### src/rtl/seg_scan_decoder_pkg.sv
// Shared constants for the 7-segment scan-bus decoder: segment patterns, digit codes, FSM states.
// Used by seg7_to_code and seg_scan_decoder (optional STABLE_CHECK_EN mask lives here too).
package seg_scan_pkg;

    localparam logic [7:0] SEG_0     = 8'hFC;
    localparam logic [7:0] SEG_1     = 8'h60;
    localparam logic [7:0] SEG_2     = 8'hDA;
    localparam logic [7:0] SEG_3     = 8'hF2;
    localparam logic [7:0] SEG_4     = 8'h66;
    localparam logic [7:0] SEG_5     = 8'hB6;
    localparam logic [7:0] SEG_6     = 8'hBE;
    localparam logic [7:0] SEG_7     = 8'hE0;
    localparam logic [7:0] SEG_8     = 8'hFE;
    localparam logic [7:0] SEG_9     = 8'hF6;
    localparam logic [7:0] SEG_DASH  = 8'h02;
    localparam logic [7:0] SEG_BLANK = 8'h00;

    localparam logic [3:0] CODE_DASH  = 4'hA;
    localparam logic [3:0] CODE_BLANK = 4'hB;
    localparam logic [3:0] CODE_BAD   = 4'hF;

    localparam logic [31:0] DIGITS_RST  = 32'hBBBB_BBBB;
    // Slots 2 and 5 are the blinking separators and take no part in the stability compare.
    localparam logic [31:0] STABLE_MASK = 32'hFF0F_F0FF;

    typedef enum logic {
        HUNT    = 1'b0,
        COLLECT = 1'b1
    } state_t;

endpackage

### src/rtl/seg_scan_decoder_if.sv
// Scan-bus bundle between the display driver side (master) and the decoder (slave).
interface seg_scan_decoder_if #(
    parameter int FRAME_CNT_W = 8
);
    logic [2:0]             sel_in;
    logic [7:0]             seg_in;
    logic [31:0]            digits_out;
    logic                   frame_valid;
    logic                   frame_bad;
    logic                   seq_err;
    logic [FRAME_CNT_W-1:0] frame_cnt;

    modport master (
        output sel_in, seg_in,
        input  digits_out, frame_valid, frame_bad, seq_err, frame_cnt
    );

    modport slave (
        input  sel_in, seg_in,
        output digits_out, frame_valid, frame_bad, seq_err, frame_cnt
    );
endinterface

### src/rtl/seg_scan_decoder_seg7.sv
// seg7_to_code: combinational segment byte -> 4-bit digit code (0-9, A dash, B blank, F undecodable).
module seg7_to_code
    import seg_scan_pkg::*;
#(
    parameter int SEG_ACT_HIGH = 1
) (
    input  logic [7:0] i_seg,
    output logic [3:0] o_code
);
    logic [7:0] w_seg;

    assign w_seg = (SEG_ACT_HIGH != 0) ? i_seg : ~i_seg;

    // Digits ignore dp; dash and blank must match the whole byte.
    always_comb begin
        o_code = CODE_BAD;
        if (w_seg == SEG_DASH) begin
            o_code = CODE_DASH;
        end else if (w_seg == SEG_BLANK) begin
            o_code = CODE_BLANK;
        end else begin
            case (w_seg[7:1])
                SEG_0[7:1]: o_code = 4'h0;
                SEG_1[7:1]: o_code = 4'h1;
                SEG_2[7:1]: o_code = 4'h2;
                SEG_3[7:1]: o_code = 4'h3;
                SEG_4[7:1]: o_code = 4'h4;
                SEG_5[7:1]: o_code = 4'h5;
                SEG_6[7:1]: o_code = 4'h6;
                SEG_7[7:1]: o_code = 4'h7;
                SEG_8[7:1]: o_code = 4'h8;
                SEG_9[7:1]: o_code = 4'h9;
                default:    o_code = CODE_BAD;
            endcase
        end
    end
endmodule

### src/rtl/seg_scan_decoder.sv
// seg_scan_decoder: samples the 8-slot scan bus, decodes slots and reassembles in-order frames.
// Optional macro STABLE_CHECK_EN: accept a frame only if its non-separator slots match the previous frame.
//
// state   | meaning
// HUNT    | waiting for slot 0 to start a frame
// COLLECT | storing slots in order, exp_idx is the next expected slot
module seg_scan_decoder
    import seg_scan_pkg::*;
#(
    parameter int SEG_ACT_HIGH = 1,
    parameter int FRAME_CNT_W  = 8
) (
    input  logic               CLK_1kHz,
    input  logic               reset,
    seg_scan_decoder_if.slave  bus
);
    logic                   r_smp_vld;
    logic [2:0]             r_sel_q;
    logic [7:0]             r_seg_q;
    logic [3:0]             w_code;

    state_t                 r_state;
    state_t                 w_state_nxt;
    logic [2:0]             r_exp_idx;
    logic [2:0]             w_exp_nxt;
    logic                   w_store;
    logic                   w_mismatch;
    logic                   w_last;

    logic [31:0]            r_slots;
    logic                   r_done;
    logic                   r_seq_pend;
    logic                   w_slots_bad;
    logic                   w_accept;

    logic [31:0]            r_digits;
    logic                   r_fv;
    logic                   r_bad;
    logic                   r_se;
    logic [FRAME_CNT_W-1:0] r_cnt;

    seg7_to_code #(.SEG_ACT_HIGH(SEG_ACT_HIGH)) u_dec (
        .i_seg  (r_seg_q),
        .o_code (w_code)
    );

    always_ff @(posedge CLK_1kHz or negedge reset) begin
        if (!reset) begin
            r_smp_vld <= 1'b0;
            r_sel_q   <= 3'd0;
            r_seg_q   <= 8'h00;
        end else begin
            r_smp_vld <= 1'b1;
            r_sel_q   <= bus.sel_in;
            r_seg_q   <= bus.seg_in;
        end
    end

    always_ff @(posedge CLK_1kHz or negedge reset) begin
        if (!reset) begin
            r_state   <= HUNT;
            r_exp_idx <= 3'd0;
        end else begin
            r_state   <= w_state_nxt;
            r_exp_idx <= w_exp_nxt;
        end
    end

    always_comb begin
        w_state_nxt = r_state;
        w_exp_nxt   = r_exp_idx;
        if (r_smp_vld) begin
            case (r_state)
                HUNT: begin
                    if (r_sel_q == 3'd0) begin
                        w_state_nxt = COLLECT;
                        w_exp_nxt   = 3'd1;
                    end
                end
                COLLECT: begin
                    if (r_sel_q == r_exp_idx) begin
                        w_exp_nxt = r_exp_idx + 3'd1;
                    end else if (r_sel_q == 3'd0) begin
                        w_exp_nxt = 3'd1;
                    end else begin
                        w_state_nxt = HUNT;
                        w_exp_nxt   = 3'd0;
                    end
                end
                default: begin
                    w_state_nxt = HUNT;
                    w_exp_nxt   = 3'd0;
                end
            endcase
        end
    end

    always_comb begin
        w_store    = 1'b0;
        w_mismatch = 1'b0;
        w_last     = 1'b0;
        if (r_smp_vld) begin
            if (r_state == HUNT) begin
                w_store = (r_sel_q == 3'd0);
            end else begin
                w_mismatch = (r_sel_q != r_exp_idx);
                w_store    = !w_mismatch || (r_sel_q == 3'd0);
                w_last     = !w_mismatch && (r_exp_idx == 3'd7);
            end
        end
    end

    always_comb begin
        w_slots_bad = 1'b0;
        for (int i = 0; i < 8; i++) begin
            w_slots_bad = w_slots_bad | (r_slots[4*i +: 4] == CODE_BAD);
        end
    end

`ifdef STABLE_CHECK_EN
    logic [31:0] r_ref;
    logic        r_ref_vld;

    always_ff @(posedge CLK_1kHz or negedge reset) begin
        if (!reset) begin
            r_ref     <= DIGITS_RST;
            r_ref_vld <= 1'b0;
        end else if (r_done) begin
            r_ref     <= r_slots;
            r_ref_vld <= 1'b1;
        end
    end

    assign w_accept = r_done && r_ref_vld &&
                      ((r_slots & STABLE_MASK) == (r_ref & STABLE_MASK));
`else
    assign w_accept = r_done;
`endif

    always_ff @(posedge CLK_1kHz or negedge reset) begin
        if (!reset) begin
            r_slots    <= DIGITS_RST;
            r_done     <= 1'b0;
            r_seq_pend <= 1'b0;
            r_digits   <= DIGITS_RST;
            r_fv       <= 1'b0;
            r_bad      <= 1'b0;
            r_se       <= 1'b0;
            r_cnt      <= '0;
        end else begin
            if (w_store) begin
                r_slots[{r_sel_q, 2'b00} +: 4] <= w_code;
            end
            r_done     <= w_last;
            // A break right after slot 7 would collide with frame_valid; push seq_err one cycle later.
            r_se       <= (w_mismatch && !r_done) || r_seq_pend;
            r_seq_pend <= w_mismatch && r_done;
            r_fv       <= w_accept;
            r_bad      <= w_accept && w_slots_bad;
            if (w_accept) begin
                r_digits <= r_slots;
                r_cnt    <= r_cnt + {{(FRAME_CNT_W-1){1'b0}}, 1'b1};
            end
        end
    end

    assign bus.digits_out  = r_digits;
    assign bus.frame_valid = r_fv;
    assign bus.frame_bad   = r_bad;
    assign bus.seq_err     = r_se;
    assign bus.frame_cnt   = r_cnt;
endmodule

### src/flat_wrapper.sv
// flat-port wrapper written by rule: the top's interface ports become plain ports
module seg_scan_decoder_flat import seg_scan_pkg::*;
#(
    parameter int SEG_ACT_HIGH = 1,
    parameter int FRAME_CNT_W  = 8
)
  (CLK_1kHz, reset, bus_sel_in, bus_seg_in, bus_digits_out, bus_frame_valid, bus_frame_bad, bus_seq_err, bus_frame_cnt);
  seg_scan_decoder_if #(.FRAME_CNT_W(FRAME_CNT_W)) bus_i ();
  input  logic CLK_1kHz;
  input  logic reset;
  input wire logic [$bits(bus_i.sel_in)-1:0] bus_sel_in;
  input wire logic [$bits(bus_i.seg_in)-1:0] bus_seg_in;
  output wire logic [$bits(bus_i.digits_out)-1:0] bus_digits_out;
  output wire logic [$bits(bus_i.frame_valid)-1:0] bus_frame_valid;
  output wire logic [$bits(bus_i.frame_bad)-1:0] bus_frame_bad;
  output wire logic [$bits(bus_i.seq_err)-1:0] bus_seq_err;
  output wire logic [$bits(bus_i.frame_cnt)-1:0] bus_frame_cnt;
  assign bus_i.sel_in = bus_sel_in;
  assign bus_i.seg_in = bus_seg_in;
  assign bus_digits_out = bus_i.digits_out;
  assign bus_frame_valid = bus_i.frame_valid;
  assign bus_frame_bad = bus_i.frame_bad;
  assign bus_seq_err = bus_i.seq_err;
  assign bus_frame_cnt = bus_i.frame_cnt;
  seg_scan_decoder #(.SEG_ACT_HIGH(SEG_ACT_HIGH), .FRAME_CNT_W(FRAME_CNT_W)) u_core (.CLK_1kHz(CLK_1kHz), .reset(reset), .bus(bus_i));
endmodule
### config.mk
export PLATFORM = sky130hd
export DESIGN_NAME = seg_scan_decoder_flat
export DESIGN_NICKNAME = d
export VERILOG_FILES = /design/src/rtl/seg_scan_decoder_pkg.sv /design/src/rtl/seg_scan_decoder_if.sv /design/src/rtl/seg_scan_decoder_seg7.sv /design/src/rtl/seg_scan_decoder.sv /design/src/flat_wrapper.sv
export SDC_FILE = /design/constraint.sdc
export NUM_CORES = 1
export LEC_CHECK = 0
export CORE_AREA = 2 2 71 107
export CTS_BUF_LIST = sky130_fd_sc_hd__clkbuf_2 sky130_fd_sc_hd__clkbuf_4 sky130_fd_sc_hd__clkbuf_8
export CTS_CLUSTER_SIZE = 24
export DETAILED_ROUTE_END_ITERATION = 12
export DIE_AREA = 0 0 73 109
export HOLD_SLACK_MARGIN = 0.03
export PLACE_DENSITY_LB_ADDON = 0.1
export SYNTH_ARGS = -nofsm -noshare
export SYNTH_HDL_FRONTEND = slang
export SYNTH_SLANG_ARGS = --single-unit
export TNS_END_PERCENT = 50
### constraint.sdc
create_clock -name CLK_1kHz -period 2.97 [get_ports CLK_1kHz]
set_input_delay 0.7425 -clock CLK_1kHz [delete_from_list [all_inputs] [get_ports CLK_1kHz]]
set_output_delay 0.7425 -clock CLK_1kHz [all_outputs]
set_load 0.01 [all_outputs]
**Word level (Yosys, flattened, before mapping)**

Index checks and enable logic that the tools add are counted.

- Register bits after elaboration: 93
- Input port bits: 13
- Output and inout bits: 43
- Word-level logic and storage cells: 77

- Add/subtract/negate cells: 3
- Equality and inequality tests: 23
- Shift-type cells: 2
- Muxes and demuxes: 17
- Bitwise logic cells: 8
- Reductions and logical operators: 11

Operators by type and width:

| kind | count |
|---|---|
| 7-bit equality test (second input constant) | 8 |
| 4-bit case mux with 10 select lines | 1 |
| 32-bit bitwise mux | 1 |
| 4-bit equality test (second input constant) | 8 |
| 4-bit by 7-bit variable shift with 32-bit output (first input constant) | 1 |
| 4-bit by 7-bit variable part select with 32-bit output | 1 |
| 7-bit by 6-bit equality test with 1-bit output (second input constant) | 2 |
| 1-bit two-way mux | 9 |
| 8-bit by 1-bit adder with 8-bit output (second input constant) | 1 |
| 8-bit by 2-bit equality test with 1-bit output (second input constant) | 1 |
| 8-bit logical NOT | 1 |
| 4-bit two-way mux | 2 |
| 5-bit negator with 7-bit output | 1 |
| 1-bit OR | 7 |
| 3-bit two-way mux | 2 |
| 3-bit case mux with 2 select lines | 1 |
| 1-bit logical AND | 4 |
| 3-bit by 1-bit adder with 3-bit output (second input constant) | 1 |
| 3-bit equality test | 1 |
| 3-bit equality test (second input constant) | 1 |
| 3-bit logical NOT | 1 |
| 3-bit inequality test | 1 |
| 1-bit logical NOT | 2 |
| 1-bit logical OR | 2 |
| other kinds (4) | 4 |

**Depth between registers and ports, before layout**

Gate-level depths: netlist of run 1.

- Word-level depth: 9
- Depth in mapped cells: 7
- Mapped depth without buffers: 7

**Hierarchy**

A second synthesis of run 1 with hierarchy kept.

- Cell total of the unflattened synthesis: 272
- Area total of the unflattened synthesis: 3971.3 um2

Modules (own cells, without submodules):

| module | times used | cells an instance | area an instance (um2) | seq. area each (um2) |
|---|---|---|---|---|
| seg_scan_decoder | 1 | 234 | 3669.8 | 2387.3 |
| seg7_to_code | 1 | 38 | 301.5 | 0.0 |

**Least setup slack after synthesis of run 1**

OpenSTA, ideal clock, no wires.

- Kind: reg-to-reg
- Start point: register u_core.r_sel_q[0]
- End point: register u_core.r_slots[6]
- Library setup time: 0.125 ns
- Data arrival time: 1.940 ns
- Required time: 2.845 ns
- Path slack: 0.905 ns
- Cell stages (with the launch flop): 8
- Buffers on the path: 1
- Period minus slack after synthesis: 2.065 ns
- Cell sequence: dfrtp_1 -> inv_1 -> ha_1 -> ha_1 -> nor4_1 -> and3_1 -> buf_2 -> mux2_2

- Word-level cells in the longest chain between the ends: 5
- Elaborated cells between the ends (all ways): 10
- Classes of those cells: add/sub: 1; eq/ne: 1; shift: 2; mux: 3; reduce/logical: 3

Ends and longest elaborated chain:

| element | RTL line | source |
|---|---|---|
| start: declaration | seg_scan_decoder.sv:18 | `logic [2:0] r_sel_q;` |
| start signal: assignment | seg_scan_decoder.sv:54 | `r_sel_q <= bus.sel_in;` |
| branches (longest 5 deep; another with 5-bit negator with 7-bit output) | -- |  |
| end signal: indexed assignment | seg_scan_decoder.sv:152 | `r_slots[{r_sel_q, 2'b00} +: 4] <= w_code;` |
| end: declaration | seg_scan_decoder.sv:30 | `logic [31:0] r_slots;` |

Several ways; the timed one is not identified.
A chain may end at the register's enable or synchronous reset.

**Final worst setup path of run 1**

Ends and elaborated chain as after synthesis.

==> impl_results.rst, run 1 <==
.. list-table::
   :header-rows: 1

   * - Metric
     - Value
   * - I/O pins
     - 56
   * - Post-synthesis cell type with the largest combined area
     - sky130_fd_sc_hd__dfstp_2
   * - Average cell area after synthesis
     - 14.0 um2
   * - Min setup slack post-route
     - 639 ps
   * - Kind of cell adding the most delay to the critical path
     - simple AND/OR/NAND/NOR gates
   * - Dominant synthesized flop cell
     - sky130_fd_sc_hd__dfstp_2
   * - Tightest Pin Transition
     - 724 ps
   * - Final slew viol count
     - 0
   * - Fraction of the core area covered by cells at the end of the flow
     - 66.7%
   * - Setup Viol. Count Final
     - 0
   * - Instance count of the mapped netlist
     - 275
   * - Die span in y
     - 109 um
   * - Cells resized by post-CTS repair
     - 0
   * - Crit path capture type
     - register
   * - Mean routed wirelength per cell
     - 16.3 um
   * - TritonCTS buffer count
     - 9
   * - Detailed Routing Iterations Pass 1
     - 4
   * - Number of antenna violations at the first check in global routing
     - 0
   * - Synth top cells by count
     - sky130_fd_sc_hd__mux2_2 (62), sky130_fd_sc_hd__dfstp_2 (48), sky130_fd_sc_hd__dfrtp_1 (45)
   * - Weighted congestion reported at the end of routability-driven placement
     - 0.830
   * - Antenna-violating nets left
     - 0
   * - Power per standard cell area
     - 491 nW/um2
   * - Final Cell Area
     - 4720 um2
   * - Clock Latency Late Sink
     - 370 ps
   * - Max_slew headroom
     - 51.7%
   * - Most used cell, CP
     - sky130_fd_sc_hd__ha_1
   * - Post-Route Setup TNS
     - 0 ps
   * - Worst Setup Slack post-DPL
     - 638 ps
   * - Worst Setup Path Type
     - reg -> reg
   * - Avg Vias per Cell
     - 5.58
   * - Number of cells in the design after placement
     - 409
   * - Buffer depth of the longest clock path
     - 2
   * - Initial DRC count
     - 122
   * - Share of post-route cells with drive strength above 1
     - 40.9%
   * - CP Buf/Inv Count
     - 1
   * - Crit Path Max Fanout
     - 6
   * - Count of non-filler cells in the finished layout
     - 425
   * - Overflow left after global routing
     - 0
   * - Final nets
     - 358
   * - Highest cell delay on the worst timing path
     - 620 ps
   * - Yosys reg bits
     - 93
   * - Outcome
     - complete, no violations
   * - Setup repair after global routing missed its margin
     - false
   * - Post-Route Skew
     - 10.7 ps
   * - Data arrival time at the worst-slack endpoint
     - 2590 ps
   * - Most area-consuming cells after synthesis
     - sky130_fd_sc_hd__dfstp_2 (33%), sky130_fd_sc_hd__dfrtp_1 (29%), sky130_fd_sc_hd__mux2_2 (18%)
   * - CTS tree
     - yes
   * - DRC viols
     - 0
   * - Category of the worst setup path launch point
     - register
   * - Hold Path Class
     - in -> async
   * - Filler cells
     - 550
   * - Clock H-tree levels
     - 3
   * - Unique masters post-synth
     - 39
   * - Port Buffer Count
     - 55
   * - Global-route wire length before repair
     - 11300 um
   * - Top cell type's share of synthesized area
     - 32.6%
   * - Largest net degree at the start of global routing
     - 41
   * - Combined area of the multi-input logic cells
     - 1430 um2
   * - Async set-or-reset flop fraction in the synthesized netlist
     - 100%
   * - Total of hold buffers inserted after clock tree synthesis
     - 0
   * - Overall die width
     - 73 um
   * - Synth Cell Area
     - 3860 um2
   * - Flip-flop and latch area
     - 2390 um2
   * - Root buffer selected by CTS
     - sky130_fd_sc_hd__clkbuf_8
   * - Endpoints failing hold
     - 0
   * - Synth warn
     - 0
   * - EDFF count, synth
     - 0
   * - Post-route clock period utilization
     - 78.5%
   * - Total Die Area
     - 7960 um2
   * - Library cell with the highest instance count after synthesis
     - sky130_fd_sc_hd__mux2_2
   * - Buffers inserted during post-CTS setup optimization
     - 0
   * - GR Util All Layers
     - 18.9%
   * - Cell Area, Placed
     - 4540 um2
   * - Net count after synthesis
     - 293
   * - Starting Density
     - 54.5%
   * - Min Tclk post-route
     - 2330 ps
   * - F_max
     - 0.429 GHz
   * - Placement Rows
     - 38
   * - Sequence of cells on the critical path
     - inv_1, ha_1, ha_1, nor4_1, and3_1, mux2_2
   * - Clk slew on worst S/H paths
     - 90 ps
   * - Leakage power figure
     - 2.02 nW
   * - Maximum vdd ir drop
     - 383 uV
   * - Worst endpoint required time
     - 3230 ps
   * - Sequential share of the synthesized area
     - 61.8%
   * - Floorplan core area
     - 7080 um2
   * - Detailed Route WL
     - 6940 um
   * - Vias in the first global route
     - 2307
   * - Antenna fix cells
     - 0
   * - Sinks on Clock Net
     - 93
   * - Detailed placer's ending HPWL
     - 5000 um
   * - Via count
     - 2373
   * - Max-cap check violation count
     - 0
   * - Cell with the largest stage delay on the worst path
     - sky130_fd_sc_hd__nor4_1
   * - Reg-to-reg slack, setup
     - 640 ps
   * - Signed area change from the synthesized netlist to the final layout
     - 22.2%
final cells by class:
cell class	instances	share of cell area (%)
Sequential cell	93	50.6
Clock inverter	4	0.477
Clock buffer	12	3.37
Tap cell	80	2.12
Timing Repair Buffer	61	12.8
Multi-Input combinational cell	170	30.3
Inverter	5	0.397
worst paths after layout:
check	start	to	cells past startpoint
setup / recovery	u_core.r_sel_q[0]	u_core.r_slots[6]	6
hold / removal	reset	u_core.bus.frame_cnt[7]	1
setup reg to reg	u_core.r_sel_q[0]	u_core.r_slots[6]	6
hold reg to reg	u_core.r_seq_pend	u_core.bus.seq_err	1
max in group asynchronous	reset	u_core.bus.digits_out[17]	2
min in group CLK_1kHz	u_core.r_seq_pend	u_core.bus.seq_err	1
layout by cell type (no fill, tap or decap), types with 6 or more instances in the layout:
cell                              instances
sky130_fd_sc_hd__nand4_1                 15
sky130_fd_sc_hd__xnor2_1                  7
sky130_fd_sc_hd__o21ai_0                  6
sky130_fd_sc_hd__nand2_1                 14
sky130_fd_sc_hd__clkbuf_8                11
sky130_fd_sc_hd__nor2_1                  15
sky130_fd_sc_hd__buf_4                    6
sky130_fd_sc_hd__dfstp_2                 48
sky130_fd_sc_hd__dfrtp_1                 45
sky130_fd_sc_hd__clkdlybuf4s50_1         54
sky130_fd_sc_hd__mux2_2                  62
through the flow:
step / total power [mW] / hold slack [ps]
final: 2.32 / 309
after global routing: 2.43 / 320
after CTS: 2.34 / 313
after detailed placement: 1.57 / 424
after global placement: 1.56 / 426
after floorplan: 1.49 / 406
cell families after synthesis:
family | share of synthesized area, %
AND/OR/NAND/NOR | 10.2
buffers and inverters | 1.23
flip-flops | 61.8
XOR/XNOR | 2.49
other | 0.0971
multiplexers | 18.1
AO/OA/AOI/OAI | 4.47
adder cells (fa/ha/maj) | 1.62
layer usage:
layer  global-route usage [%]  part of all wire (%)
met2                     30.1                    53
met4                     7.80                   1.8
met1                     24.5                    42
met3                     4.71                   3.6
met5                        0                     0
state kept, by name, indices dropped and copies added, names as in the netlist:
register / flops
u_core.bus.frame_bad: 1
u_core.r_seg_q: 8
u_core.r_exp_idx: 3
u_core.r_done: 1
u_core.bus.seq_err: 1
u_core.r_slots: 32
u_core.r_sel_q: 3
u_core.r_state: 1
u_core.bus.digits_out: 32
u_core.bus.frame_cnt: 8
u_core.bus.frame_valid: 1
u_core.r_seq_pend: 1
u_core.r_smp_vld: 1
report_power, final:
part | switching [mW] | internal [mW] | total [mW]
Combinational | 0.0726 | 0.0777 | 0.150
Clock | 0.423 | 0.355 | 0.779
Sequential | 0.0525 | 1.34 | 1.39
Total | 0.549 | 1.77 | 2.32
(Power assumes the default switching activity.)
==> run 2: changes to the inputs <==
--- a/config.mk
+++ b/config.mk
@@ -5,11 +5,11 @@
 export SDC_FILE = /design/constraint.sdc
 export NUM_CORES = 1
 export LEC_CHECK = 0
-export CORE_AREA = 2 2 71 107
+export CORE_AREA = 2 2 75 112
 export CTS_BUF_LIST = sky130_fd_sc_hd__clkbuf_2 sky130_fd_sc_hd__clkbuf_4 sky130_fd_sc_hd__clkbuf_8
 export CTS_CLUSTER_SIZE = 24
 export DETAILED_ROUTE_END_ITERATION = 12
-export DIE_AREA = 0 0 73 109
+export DIE_AREA = 0 0 77 114
 export HOLD_SLACK_MARGIN = 0.03
 export PLACE_DENSITY_LB_ADDON = 0.1
 export SYNTH_ARGS = -nofsm -noshare
==> constraint.sdc (replaced) <==
create_clock -name CLK_1kHz -period 2 [get_ports CLK_1kHz]
set_input_delay 0.5 -clock CLK_1kHz [delete_from_list [all_inputs] [get_ports CLK_1kHz]]
set_output_delay 0.5 -clock CLK_1kHz [all_outputs]
set_load 0.01 [all_outputs]
==> impl_results.rst, run 2 (synthesis results as in run 1) <==
.. list-table::
   :header-rows: 1

   * - Metric
     - Value
   * - Detailed Route WL
     - 7830 um (+13%)
   * - Category of the worst setup path launch point
     - register
   * - Crit Path Max Fanout
     - 4 (-2)
   * - DRC viols
     - 0 (unchanged)
   * - Antenna-violating nets left
     - 0 (unchanged)
   * - Die span in y
     - 114 um (+4.6%)
   * - Signed area change from the synthesized netlist to the final layout
     - 30.9%
   * - Maximum vdd ir drop
     - 528 uV (+38%)
   * - Clk slew on worst S/H paths
     - 90 ps (about the same)
   * - Worst endpoint required time
     - 2250 ps (-980 ps)
   * - Largest net degree at the start of global routing
     - 76 (+85%)
   * - Reg-to-reg slack, setup
     - 20 ps (-620 ps)
   * - Root buffer selected by CTS
     - sky130_fd_sc_hd__clkbuf_8
   * - Final slew viol count
     - 0 (unchanged)
   * - FF-to-FF Start
     - u_core.r_sel_q[0]
   * - F_max
     - 0.505 GHz (+18%)
   * - Hold Path Class
     - reg -> reg
   * - Most common cell after layout, fill and taps aside
     - sky130_fd_sc_hd__mux2_2
   * - Min setup slack post-route
     - 21.6 ps (-618 ps)
   * - Min Tclk post-route
     - 1980 ps (-352 ps)
   * - Sequence of cells on the critical path
     - buf_6, xnor2_2, nand3_2, buf_4, nor2_2, nand2_2, nor3b_4, mux2_4
   * - Initial DRC count
     - 125 (+2.5%)
   * - Number of antenna violations at the first check in global routing
     - 0 (unchanged)
   * - Most frequent cells in the layout
     - sky130_fd_sc_hd__mux2_2 (56), sky130_fd_sc_hd__clkdlybuf4s50_1 (54), sky130_fd_sc_hd__dfstp_2 (48)
   * - Starting Density
     - 48.9% (-5.7 points)
   * - Floorplan core area
     - 7910 um2 (+12%)
   * - Max_slew headroom
     - 65.6% (+14 points)
   * - Total Die Area
     - 8780 um2 (+10%)
   * - Outcome
     - complete, no violations
   * - Weighted congestion reported at the end of routability-driven placement
     - 0.964 (+16%)
   * - Critical register-to-register path endpoint
     - u_core.r_slots[18]
   * - Share of post-route cells with drive strength above 1
     - 47.4% (+6.5 points)
   * - Clock Latency Late Sink
     - 360 ps (about the same)
   * - Number of cells in the design after placement
     - 445 (+8.8%)
   * - Overall die width
     - 77 um (+5.5%)
   * - Avg Vias per Cell
     - 5.37 (-3.9%)
   * - Filler cells
     - 673 (+22%)
   * - Origin of the worst min-delay path
     - u_core.r_seq_pend
   * - Via count
     - 2523 (+6.3%)
   * - Port Buffer Count
     - 55 (unchanged)
   * - Clock H-tree levels
     - 3 (unchanged)
   * - Worst Setup Slack post-DPL
     - -98.3 ps (-737 ps)
   * - Count of non-filler cells in the finished layout
     - 470 (+11%)
   * - Highest cell delay on the worst timing path
     - 400 ps (-220 ps)
   * - Detailed placer's ending HPWL
     - 5440 um (+8.9%)
   * - R2R cell count
     - 8 (+2)
   * - Hold Path End
     - u_core.bus.seq_err
   * - CTS tree
     - yes
   * - Cells on Worst Hold Path
     - 1
   * - Data arrival time at the worst-slack endpoint
     - 2230 ps (-360 ps)
   * - GR Util All Layers
     - 18.7% (-0.21 points)
   * - Antenna fix cells
     - 0 (unchanged)
   * - Final nets
     - 378 (+5.6%)
   * - Sinks on Clock Net
     - 93 (unchanged)
   * - Mean routed wirelength per cell
     - 16.6 um (+1.9%)
   * - Max-cap check violation count
     - 0 (unchanged)
   * - Kind of cell adding the most delay to the critical path
     - simple AND/OR/NAND/NOR gates
   * - Worst Setup Path Type
     - reg -> reg
   * - Setup repair after global routing missed its margin
     - true
   * - Setup Viol. Count Final
     - 0 (unchanged)
   * - Overflow left after global routing
     - 0 (unchanged)
   * - Tightest Pin Transition
     - 514 ps (-210 ps)
   * - Cell with the largest stage delay on the worst path
     - sky130_fd_sc_hd__dfrtp_1
   * - TritonCTS buffer count
     - 9 (unchanged)
   * - Power per standard cell area
     - 717 nW/um2 (+46%)
   * - Post-Route Skew
     - 7.31 ps (-3.43 ps)
   * - Global-route wire length before repair
     - 12600 um (+12%)
   * - Placement Rows
     - 40 (+5.3%)
   * - I/O pins
     - 56 (unchanged)
   * - Crit path capture type
     - register
   * - Vias in the first global route
     - 2577 (+12%)
   * - CP Buf/Inv Count
     - 2 (+1)
   * - Post-route clock period utilization
     - 98.9% (+20 points)
   * - Detailed Routing Iterations Pass 1
     - 4 (unchanged)
   * - Fraction of the core area covered by cells at the end of the flow
     - 64.0% (-2.7 points)
   * - Leakage power figure
     - 2.17 nW (+7.1%)
   * - Buffer depth of the longest clock path
     - 2 (unchanged)
   * - Endpoints failing hold
     - 0 (unchanged)
## run 2: per-layer routing
| metal | global-route usage (%) | wire length [um] | part of all wire [%] | vias up |
|---|---|---|---|---|
| li1 | - | - | - | 1160 |
| met1 | 22.0 | 3110 | 40 | 1277 |
| met2 | 31.9 | 4240 | 54 | 71 |
| met3 | 3.72 | 288 | 3.7 | 15 |
| met4 | 10.7 | 195 | 2.5 | 0 |
| met5 | 0 | 0 | 0 | - |
## run 2: worst max-delay path by stage
stage	from	endpoint	slack [ps]	cells past startpoint
2_1_floorplan	u_core.r_sel_q[0]	u_core.r_slots[6]	10	7
3_3_place_gp	u_core.r_sel_q[0]	u_core.r_slots[26]	-60	7
3_5_place_dp	u_core.r_sel_q[0]	u_core.r_slots[26]	-100	7
4_1_cts	u_core.r_sel_q[0]	u_core.r_slots[18]	1	7
5_1_grt	u_core.r_sel_q[0]	u_core.r_slots[22]	-80	7
6_report	u_core.r_sel_q[0]	u_core.r_slots[18]	20	8
## run 2: timing repair
action                                  4_1_cts  5_1_grt
hold buffers                                  1        0
gates resized for setup                       8       18
pin swaps                                     3        7
setup buffers                                 1        7
hold endpoints to repair                     12        0
endpoints found under the setup margin       14       29
## run 2: metrics by stage
stage | hold slack, ps | setup TNS [ps] | instance area (um2) | total power [mW]
after floorplan | 204 | 0 | 3870 | 2.21
after global placement | 390 | -204 | 4660 | 2.34
after detailed placement | 393 | -597 | 4660 | 2.35
after CTS | 453 | 0 | 4910 | 3.62
after global routing | 474 | -428 | 5060 | 3.79
final | 449 | 0 | 5060 | 3.63
## run 2: power by group
part	switching [mW]	internal, mW	total [mW]
Clock	0.619	0.636	1.26
Combinational	0.142	0.166	0.308
Sequential	0.0741	1.99	2.06
Total	0.835	2.79	3.63
## run 2: layout make-up
| type | count | area (um2) | share of cell area, % |
|---|---|---|---|
| clock buffer | 12 | 153 | 3.02 |
| multi-input combinational | 170 | 1560 | 30.8 |
| inverter | 5 | 18.8 | 0.371 |
| timing repair buffer | 81 | 762 | 15.1 |
| clock inverter | 4 | 47.5 | 0.940 |
| sequential | 93 | 2390 | 47.2 |
| tap | 105 | 131 | 2.60 |
## run 2: worst reg2reg max path, cell delays in order (launching register included)
cell and delay, ps:
sky130_fd_sc_hd__dfrtp_1 400, sky130_fd_sc_hd__buf_6 130, sky130_fd_sc_hd__xnor2_2 130, sky130_fd_sc_hd__nand3_2 130, sky130_fd_sc_hd__buf_4 170, sky130_fd_sc_hd__nor2_2 110
sky130_fd_sc_hd__nand2_2 120, sky130_fd_sc_hd__nor3b_4 340, sky130_fd_sc_hd__mux2_4 340
